### src/rtl/e203_csr_access_arb.sv
// e203_csr_access_arb: shares the single CSR file port between EXU and DBG and buffers one response.
// Define E203_CSR_ARB_RR_EN for round-robin arbitration; the default build gives DBG fixed priority.
module e203_csr_access_arb #(
  parameter int XLEN  = 32,
  parameter int IDX_W = 12
) (
  input  logic             clk,
  input  logic             rst,

  input  logic             exu_req_valid,
  output logic             exu_req_ready,
  input  logic [IDX_W-1:0] exu_req_idx,
  input  logic [1:0]       exu_req_op,
  input  logic             exu_req_rs1is0,
  input  logic             exu_req_rdwen,
  input  logic [XLEN-1:0]  exu_req_wdat,
  output logic             exu_rsp_valid,
  input  logic             exu_rsp_ready,
  output logic [XLEN-1:0]  exu_rsp_rdat,
  output logic             exu_rsp_err,

  input  logic             dbg_req_valid,
  output logic             dbg_req_ready,
  input  logic [IDX_W-1:0] dbg_req_idx,
  input  logic [1:0]       dbg_req_op,
  input  logic             dbg_req_rs1is0,
  input  logic             dbg_req_rdwen,
  input  logic [XLEN-1:0]  dbg_req_wdat,
  output logic             dbg_rsp_valid,
  input  logic             dbg_rsp_ready,
  output logic [XLEN-1:0]  dbg_rsp_rdat,
  output logic             dbg_rsp_err,

  output logic             csr_ena,
  output logic             csr_rd_en,
  output logic             csr_wr_en,
  output logic [IDX_W-1:0] csr_idx,
  output logic [XLEN-1:0]  wbck_csr_dat,
  input  logic [XLEN-1:0]  read_csr_dat,
  input  logic             csr_access_ilgl
);

  logic            rspVld_q, rspVld_d;
  logic            rspOwn_q, rspOwn_d;
  logic [XLEN-1:0] rspRdat_q, rspRdat_d;
  logic            rspErr_q, rspErr_d;

  logic             ownerHsk, free, gnt, pickDbg;
  logic [IDX_W-1:0] selIdx;
  logic [1:0]       selOp;
  logic             selRs1is0, selRdwen;
  logic [XLEN-1:0]  selWdat;
  logic             isRw, isRs, isRc, noWrite;
  logic             exuShow, dbgShow;

  // The buffer may be drained and refilled in the same cycle.
  assign ownerHsk = rspVld_q & (rspOwn_q ? dbg_rsp_ready : exu_rsp_ready);
  assign free     = ~rspVld_q | ownerHsk;
  assign gnt      = ~rst & free & (exu_req_valid | dbg_req_valid);

`ifdef E203_CSR_ARB_RR_EN
  logic lastGnt_q;

  // On a conflict the requester that did not win last time goes first.
  assign pickDbg = dbg_req_valid & (~exu_req_valid | ~lastGnt_q);

  always_ff @(posedge clk) begin
    if (rst) begin
      lastGnt_q <= 1'b0;
    end else if (gnt) begin
      lastGnt_q <= pickDbg;
    end
  end
`else
  assign pickDbg = dbg_req_valid;
`endif

  assign selIdx    = pickDbg ? dbg_req_idx    : exu_req_idx;
  assign selOp     = pickDbg ? dbg_req_op     : exu_req_op;
  assign selRs1is0 = pickDbg ? dbg_req_rs1is0 : exu_req_rs1is0;
  assign selRdwen  = pickDbg ? dbg_req_rdwen  : exu_req_rdwen;
  assign selWdat   = pickDbg ? dbg_req_wdat   : exu_req_wdat;

  // Reserved op 00 behaves as a set with a zero source, i.e. a pure read.
  assign isRw    = (selOp == 2'b01);
  assign isRc    = (selOp == 2'b11);
  assign isRs    = (selOp == 2'b10) | (selOp == 2'b00);
  assign noWrite = selRs1is0 | (selOp == 2'b00);

  assign exu_req_ready = gnt & ~pickDbg;
  assign dbg_req_ready = gnt & pickDbg;

  always_comb begin
    csr_ena      = 1'b0;
    csr_rd_en    = 1'b0;
    csr_wr_en    = 1'b0;
    csr_idx      = '0;
    wbck_csr_dat = '0;
    if (gnt) begin
      csr_ena   = 1'b1;
      csr_idx   = selIdx;
      csr_rd_en = isRs | isRc | (isRw & selRdwen);
      csr_wr_en = isRw | ((isRs | isRc) & ~noWrite);
      if (isRw) begin
        wbck_csr_dat = selWdat;
      end else if (isRc) begin
        wbck_csr_dat = ~selWdat & read_csr_dat;
      end else begin
        wbck_csr_dat = selWdat | read_csr_dat;
      end
    end
  end

  always_comb begin
    rspVld_d  = rspVld_q;
    rspOwn_d  = rspOwn_q;
    rspRdat_d = rspRdat_q;
    rspErr_d  = rspErr_q;
    if (gnt) begin
      rspVld_d  = 1'b1;
      rspOwn_d  = pickDbg;
      rspRdat_d = read_csr_dat;
      rspErr_d  = csr_access_ilgl;
    end else if (ownerHsk) begin
      rspVld_d  = 1'b0;
    end
  end

  always_ff @(posedge clk) begin
    if (rst) begin
      rspVld_q  <= 1'b0;
      rspOwn_q  <= 1'b0;
      rspRdat_q <= '0;
      rspErr_q  <= 1'b0;
    end else begin
      rspVld_q  <= rspVld_d;
      rspOwn_q  <= rspOwn_d;
      rspRdat_q <= rspRdat_d;
      rspErr_q  <= rspErr_d;
    end
  end

  // Only the owning port sees the buffered response; the other reads as zero.
  assign exuShow       = ~rst & rspVld_q & ~rspOwn_q;
  assign dbgShow       = ~rst & rspVld_q & rspOwn_q;
  assign exu_rsp_valid = exuShow;
  assign exu_rsp_rdat  = exuShow ? rspRdat_q : '0;
  assign exu_rsp_err   = exuShow & rspErr_q;
  assign dbg_rsp_valid = dbgShow;
  assign dbg_rsp_rdat  = dbgShow ? rspRdat_q : '0;
  assign dbg_rsp_err   = dbgShow & rspErr_q;

endmodule

### config.mk
export PLATFORM = sky130hd
export DESIGN_NAME = e203_csr_access_arb
export DESIGN_NICKNAME = d
export VERILOG_FILES = /design/src/rtl/e203_csr_access_arb.sv
export SDC_FILE = /design/constraint.sdc
export NUM_CORES = 1
export LEC_CHECK = 0
export BUFFER_PORTS_ARGS = -buffer_cell sky130_fd_sc_hd__clkbuf_2
export CAP_MARGIN = 40
export CORE_AREA = 2 2 97 99
export CTS_BUF_LIST = sky130_fd_sc_hd__clkbuf_8
export DETAILED_ROUTE_END_ITERATION = 12
export DIE_AREA = 0 0 99 101
export GPL_TIMING_DRIVEN = 1
export HOLD_SLACK_MARGIN = 0.08
export PLACE_DENSITY = 0.85
export SLEW_MARGIN = 20
export SYNTH_ARGS = -nofsm -noshare
export SYNTH_HDL_FRONTEND = slang
export SYNTH_SLANG_ARGS = --single-unit
### constraint.sdc
create_clock -name clk -period 1.52 [get_ports clk]
set_input_delay 0.228 -clock clk [delete_from_list [all_inputs] [get_ports clk]]
set_output_delay 0.228 -clock clk [all_outputs]
set_load 0.03 [all_outputs]
; After elaboration in Yosys (flattened, before gate mapping)
; Index checks and enable logic that the tools add are counted.
[op_classes]
n_eq_ne = 3
n_mux = 17
bitwise = 27
n_reduce_logical = 2
[op_table]
columns = op, n
row1 = $mux 32, 6
row2 = $and 32x32->32, 1
row3 = $not 32->32, 1
row4 = $or 32x32->32, 1
row5 = $mux 12, 2
row6 = $and 1x1->1, 12
row7 = $mux 1, 8
row8 = $or 1x1->1, 7
row9 = $not 1->1, 5
row10 = $eq 2x2->1 const B, 2
row11 = $eq 2x1->1 const B, 1
row12 = $logic_not 2->1, 1
row13 = $mux 2, 1
row14 = $reduce_bool 2->1, 1
[word_totals]
ff_bits = 35
input_bits = 135
output_inout_bits = 117
elab_cells = 53

; Logic depth before layout (Yosys ltp)
[logic_depth]
ltp_word = 7
ltp_mapped = 7
depth_no_buf = 4

; Least setup slack after synthesis
; Ideal clock, no wire load.
[synth_path]
path_type = flip-flop to output port
from = reg rspOwn_q
to = out wbck_csr_dat[10]
arrival_time_ns = 1.650
path_slack_ns = -0.358
path_stages_with_launch = 7
path_cell_list = dfxtp_1 > mux2i_1 > a211o_1 > buf_2 > buf_6 > buf_6 > a21oi_1
[synth_via]
elab_chain_cells = 6
[synth_lines]
columns = item, line
row1 = from (decl), 44  ; logic rspOwn_q, rspOwn_d;
row2 = from (signal assigned), 137  ; rspOwn_q <= rspOwn_d;
row3 = $mux 1, 57  ; assign ownerHsk = rspVld_q & (rspOwn_q ? dbg_rsp_ready : exu_rsp_ready);
row4 = $and 1x1->1, 57
row5 = $or 1x1->1, 58  ; assign free = ~rspVld_q | ownerHsk;
row6 = $and 1x1->1 (2 in a row), 59  ; assign gnt = ~rst & free & (exu_req_valid | dbg_req_valid);
row7 = $mux 32, 99  ; if (gnt) begin
row8 = to (decl), 38  ; output logic [XLEN-1:0] wbck_csr_dat,
; No other way between the ends.

; Worst setup path after layout
[layout_path]
from = reg rspOwn_q
to = out exu_rsp_rdat[23]
[layout_via]
elab_chain_cells = 3
[layout_lines]
columns = item, line
row1 = $not 1->1, 144  ; assign exuShow = ~rst & rspVld_q & ~rspOwn_q;
row2 = $and 1x1->1, 144
row3 = $mux 32, 147  ; assign exu_rsp_rdat = exuShow ? rspRdat_q : '0;
row4 = to (decl), 19  ; output logic [XLEN-1:0] exu_rsp_rdat,
; No other way between the ends.

==> impl_metrics.xml <==
<?xml version="1.0" encoding="UTF-8"?>
<metrics>
  <group name="run_status">
    <metric name="status" unit="">finished, violations left</metric>
    <metric name="violations" unit="">setup timing</metric>
  </group>
  <group name="synthesis">
    <metric name="number_of_enable_type_register_cells_in_the_synthesized_netlist" unit="">0</metric>
    <metric name="yosysWarningCount" unit="">0</metric>
    <metric name="synth_most_common_cell" unit="">sky130_fd_sc_hd__and2_1</metric>
    <metric name="synth_largest_area_cell" unit="">sky130_fd_sc_hd__dfxtp_1</metric>
    <metric name="postSynthCellCount" unit="">414</metric>
    <metric name="synth.ff_latch_count" unit="">35</metric>
    <metric name="net_count_of_the_mapped_netlist" unit="">549</metric>
    <metric name="post-synth-top-area-fraction" unit="%">21.1</metric>
    <metric name="postSynth.asyncResetShare" unit="%">0</metric>
    <metric name="synthFlopType" unit="">sky130_fd_sc_hd__dfxtp_1</metric>
    <metric name="synth_area_per_cell" unit="um2">8.04</metric>
    <metric name="post_synthesis_cell_area" unit="mm2">0.00333</metric>
    <metric name="synth_common_cells" unit="">67 x sky130_fd_sc_hd__and2_1, 46 x sky130_fd_sc_hd__mux2i_1, 36 x sky130_fd_sc_hd__a21oi_1</metric>
    <metric name="post_synth_num_cell_types" unit="">25</metric>
    <metric name="sequential_area_share_after_synthesis" unit="%">21.1</metric>
    <metric name="synth_area_leaders" unit="">sky130_fd_sc_hd__dfxtp_1 21%, sky130_fd_sc_hd__mux2i_1 14%, sky130_fd_sc_hd__and2_1 13%, sky130_fd_sc_hd__mux2_2 11%, sky130_fd_sc_hd__nand4bb_1 10%</metric>
  </group>
  <group name="timing">
    <metric name="clock_tree_skew_after_final_layout" unit="ps">7.59</metric>
    <metric name="grt_setup_unrepaired" unit="">true</metric>
    <metric name="slew_headroom" unit="%">75.1</metric>
    <metric name="finalCriticalPeriod" unit="ps">2030</metric>
    <metric name="timing_max_transition_violations_final" unit="">0</metric>
    <metric name="maxClockFrequency" unit="MHz">494</metric>
    <metric name="final.period_utilization" unit="%">133</metric>
    <metric name="setup_slack" unit="ps">-505</metric>
    <metric name="worst_pin_slew" unit="ps">363</metric>
    <metric name="setup_violations" unit="">122</metric>
    <metric name="timing.final.hold_violations" unit="">0</metric>
  </group>
  <group name="power">
    <metric name="power.density_cell_area" unit="mW/mm2">566</metric>
    <metric name="portion_of_total_power_attributed_to_combinational_logic" unit="%">50.0</metric>
    <metric name="switchingPower" unit="W">0.00149</metric>
    <metric name="internal_power" unit="W">0.00245</metric>
    <metric name="seq_power_share" unit="%">27.9</metric>
    <metric name="clock_power_share" unit="%">22.1</metric>
    <metric name="ir_drop" unit="V">0.000377</metric>
    <metric name="switching_part_of_the_total_power" unit="%">37.7</metric>
    <metric name="static-leakage-power" unit="nW">3.36</metric>
  </group>
  <group name="global_route">
    <metric name="grt_antenna_before_repair" unit="">0</metric>
    <metric name="number_of_global_route_vias_before_repair" unit="">4644</metric>
    <metric name="first_pass_grt_wire_length" unit="mm">25.5</metric>
    <metric name="gr-usage-all-layers" unit="%">32.8</metric>
    <metric name="largest_net_degree_at_the_start_of_global_routing" unit="">24</metric>
    <metric name="overflow" unit="">0</metric>
  </group>
  <group name="detailed_routing">
    <metric name="drt_pre_antenna_iters" unit="">5</metric>
    <metric name="routedWlPerCell" unit="um">21.9</metric>
    <metric name="drc_errors" unit="">0</metric>
    <metric name="drt_wl_total" unit="mm">17.6</metric>
    <metric name="post_drt_via_cell_ratio" unit="">5.49</metric>
    <metric name="antenna_left" unit="">0</metric>
    <metric name="first_iter_violations" unit="">181</metric>
    <metric name="via_count" unit="">4405</metric>
  </group>
  <group name="run">
    <metric name="maxCapViolCount" unit="">0</metric>
  </group>
  <group name="place">
    <metric name="gp_congestion" unit="">0.946</metric>
    <metric name="place_worst_setup_slack" unit="ps">-427</metric>
    <metric name="port_buffers" unit="">251</metric>
    <metric name="detailed_place_hpwl" unit="mm">10.5</metric>
  </group>
  <group name="die">
    <metric name="initial_core_util" unit="%">37.1</metric>
    <metric name="die_w" unit="um">99</metric>
    <metric name="fp.dieH" unit="um">101</metric>
    <metric name="total_die_area" unit="mm2">0.0100</metric>
    <metric name="row_count" unit="">35</metric>
    <metric name="ioPinCount" unit="">252</metric>
    <metric name="floorplan.core_area" unit="mm2">0.00898</metric>
  </group>
  <group name="critical_path">
    <metric name="critPathArrivalTime" unit="ps">1800</metric>
    <metric name="timing.critical_path.fanout_max" unit="">5</metric>
    <metric name="timing.setup.critical_path_class" unit="">flop to output port</metric>
    <metric name="worstPathRequired" unit="ps">1290</metric>
    <metric name="setup.worst_path.end_class" unit="">output port</metric>
    <metric name="type_of_element_launching_the_critical_path" unit="">flop</metric>
  </group>
  <group name="finish">
    <metric name="num_antenna_cells" unit="">0</metric>
    <metric name="area_growth_syn_to_layout" unit="%">109</metric>
    <metric name="utilization" unit="%">77.5</metric>
    <metric name="num-nets-final" unit="">826</metric>
    <metric name="layout-drive-gt1-share" unit="%">66.9</metric>
  </group>
  <group name="clock_network">
    <metric name="htree_levels" unit="">2</metric>
    <metric name="cts_buffer_depth" unit="">2</metric>
    <metric name="cts-hold-fix-buffers" unit="">0</metric>
    <metric name="cts_sinks" unit="">35</metric>
    <metric name="clock_latency_late_sink" unit="ps">290</metric>
    <metric name="cts_tree" unit="">done</metric>
    <metric name="cts-buffers-inserted" unit="">5</metric>
    <metric name="cts.clk_slew.worst_paths" unit="ps">80</metric>
    <metric name="cts-root-buf" unit="">sky130_fd_sc_hd__clkbuf_8</metric>
  </group>
  <group name="worst_hold_path">
    <metric name="hold_path.class" unit="">input port to flop</metric>
  </group>
</metrics>
-- cells in the final DEF (no fill, tap or decap), drive strengths merged --
cell type  count
mux2          33
inv           32
nand4          1
mux2i         46
or3b           1
clkinv         2
nor2b          3
bufinv         1
clkinvlp       1
nand2b        32
and3b          2
nor2          13
nand2          3
and2          67
dfxtp         35
buf          104
nor3b          2
clkbuf       207
nand3         32
o21a           1
a211o          2
nand4bb       31
nand3b         3
a21oi         36
nor3           1
o32ai          1
-- logic make-up (layout without fill, tap and decap cells) --
group	count (synthesis)	after routing	synth area share, %
AOI/OAI and AO/OA	39	40	6.17
buffers and inverters	70	347	9.25
muxes	79	79	25.0
and+or+nand+nor	191	191	38.5
DFF	35	35	21.1
-- registers in the layout, summed over array words and instances, names as in the netlist --
name and flops:
rspOwn_q 1, rspVld_q 1, rspErr_q 1, rspRdat_q 32
-- worst paths after layout --
kind	from	endpoint	slack, ps	depth (start not counted)
setup / recovery	rspOwn_q	exu_rsp_rdat[23]	-510	8
hold / removal	read_csr_dat[25]	rspRdat_q[25]	160	3
setup reg to reg	rspOwn_q	rspErr_q	-150	5
hold reg to reg	rspRdat_q[7]	rspRdat_q[7]	500	2
-- metrics by stage --
| step | cell area, um2 | power [W] | setup TNS (ps) | hold WS, ps | std cells |
|---|---|---|---|---|---|
| finish | 6960 | 0.00394 | -45890 | 165 | 803 |
| global route | 6960 | 0.00408 | -50440 | 180 | 803 |
| CTS | 6860 | 0.00385 | -41500 | 163 | 802 |
| detailed placement | 5430 | 0.00265 | -17040 | 469 | 774 |
| global placement | 5430 | 0.00260 | -15820 | 465 | 774 |
| floorplan | 3920 | 0.00216 | -3260 | 372 | 414 |
-- power by group through the flow --
stage	Sequential, W	Clock, W	Combinational [W]
3_5_place_dp	0.00109	0	0.00156
5_1_grt	0.00111	0.000922	0.00206
6_report	0.00110	0.000871	0.00197
2_1_floorplan	0.00107	0	0.00109
4_1_cts	0.00108	0.000879	0.00189
3_3_place_gp	0.00109	0	0.00152
-- layer usage --
| metal | global-route usage [%] | share of wire (%) |
|---|---|---|
| met2 | 60.9 | 53 |
| met3 | 6.59 | 6.6 |
| met1 | 35.8 | 35 |
| met4 | 15.0 | 4.7 |
| met5 | 0 | 0 |
-- worst max-delay path, cell delays in order, from the launching register on --
cell	delay, ps
sky130_fd_sc_hd__dfxtp_2	340
sky130_fd_sc_hd__buf_4	150
sky130_fd_sc_hd__nor3b_4	230
sky130_fd_sc_hd__buf_4	150
sky130_fd_sc_hd__buf_6	100
sky130_fd_sc_hd__buf_6	120
sky130_fd_sc_hd__buf_12	130
sky130_fd_sc_hd__and2_4	160
sky130_fd_sc_hd__buf_8	120
-- final cells by class --
class,count,area (um2)
clock buffers,5,68.8
clock inverters,3,43.8
fillers,530,2020
inverters,33,128
multi-input cells,310,2980
flip-flops and latches,35,703
well taps,111,139
repair buffers,306,2900
-- timing repair --
item	4_1_cts	5_1_grt
gates resized for setup	259	72
setup endpoints to repair	121	128
pin swaps	1	4
buffers inserted	11	3
gates cloned	9	0
Power figures use the tool's default switching activity.
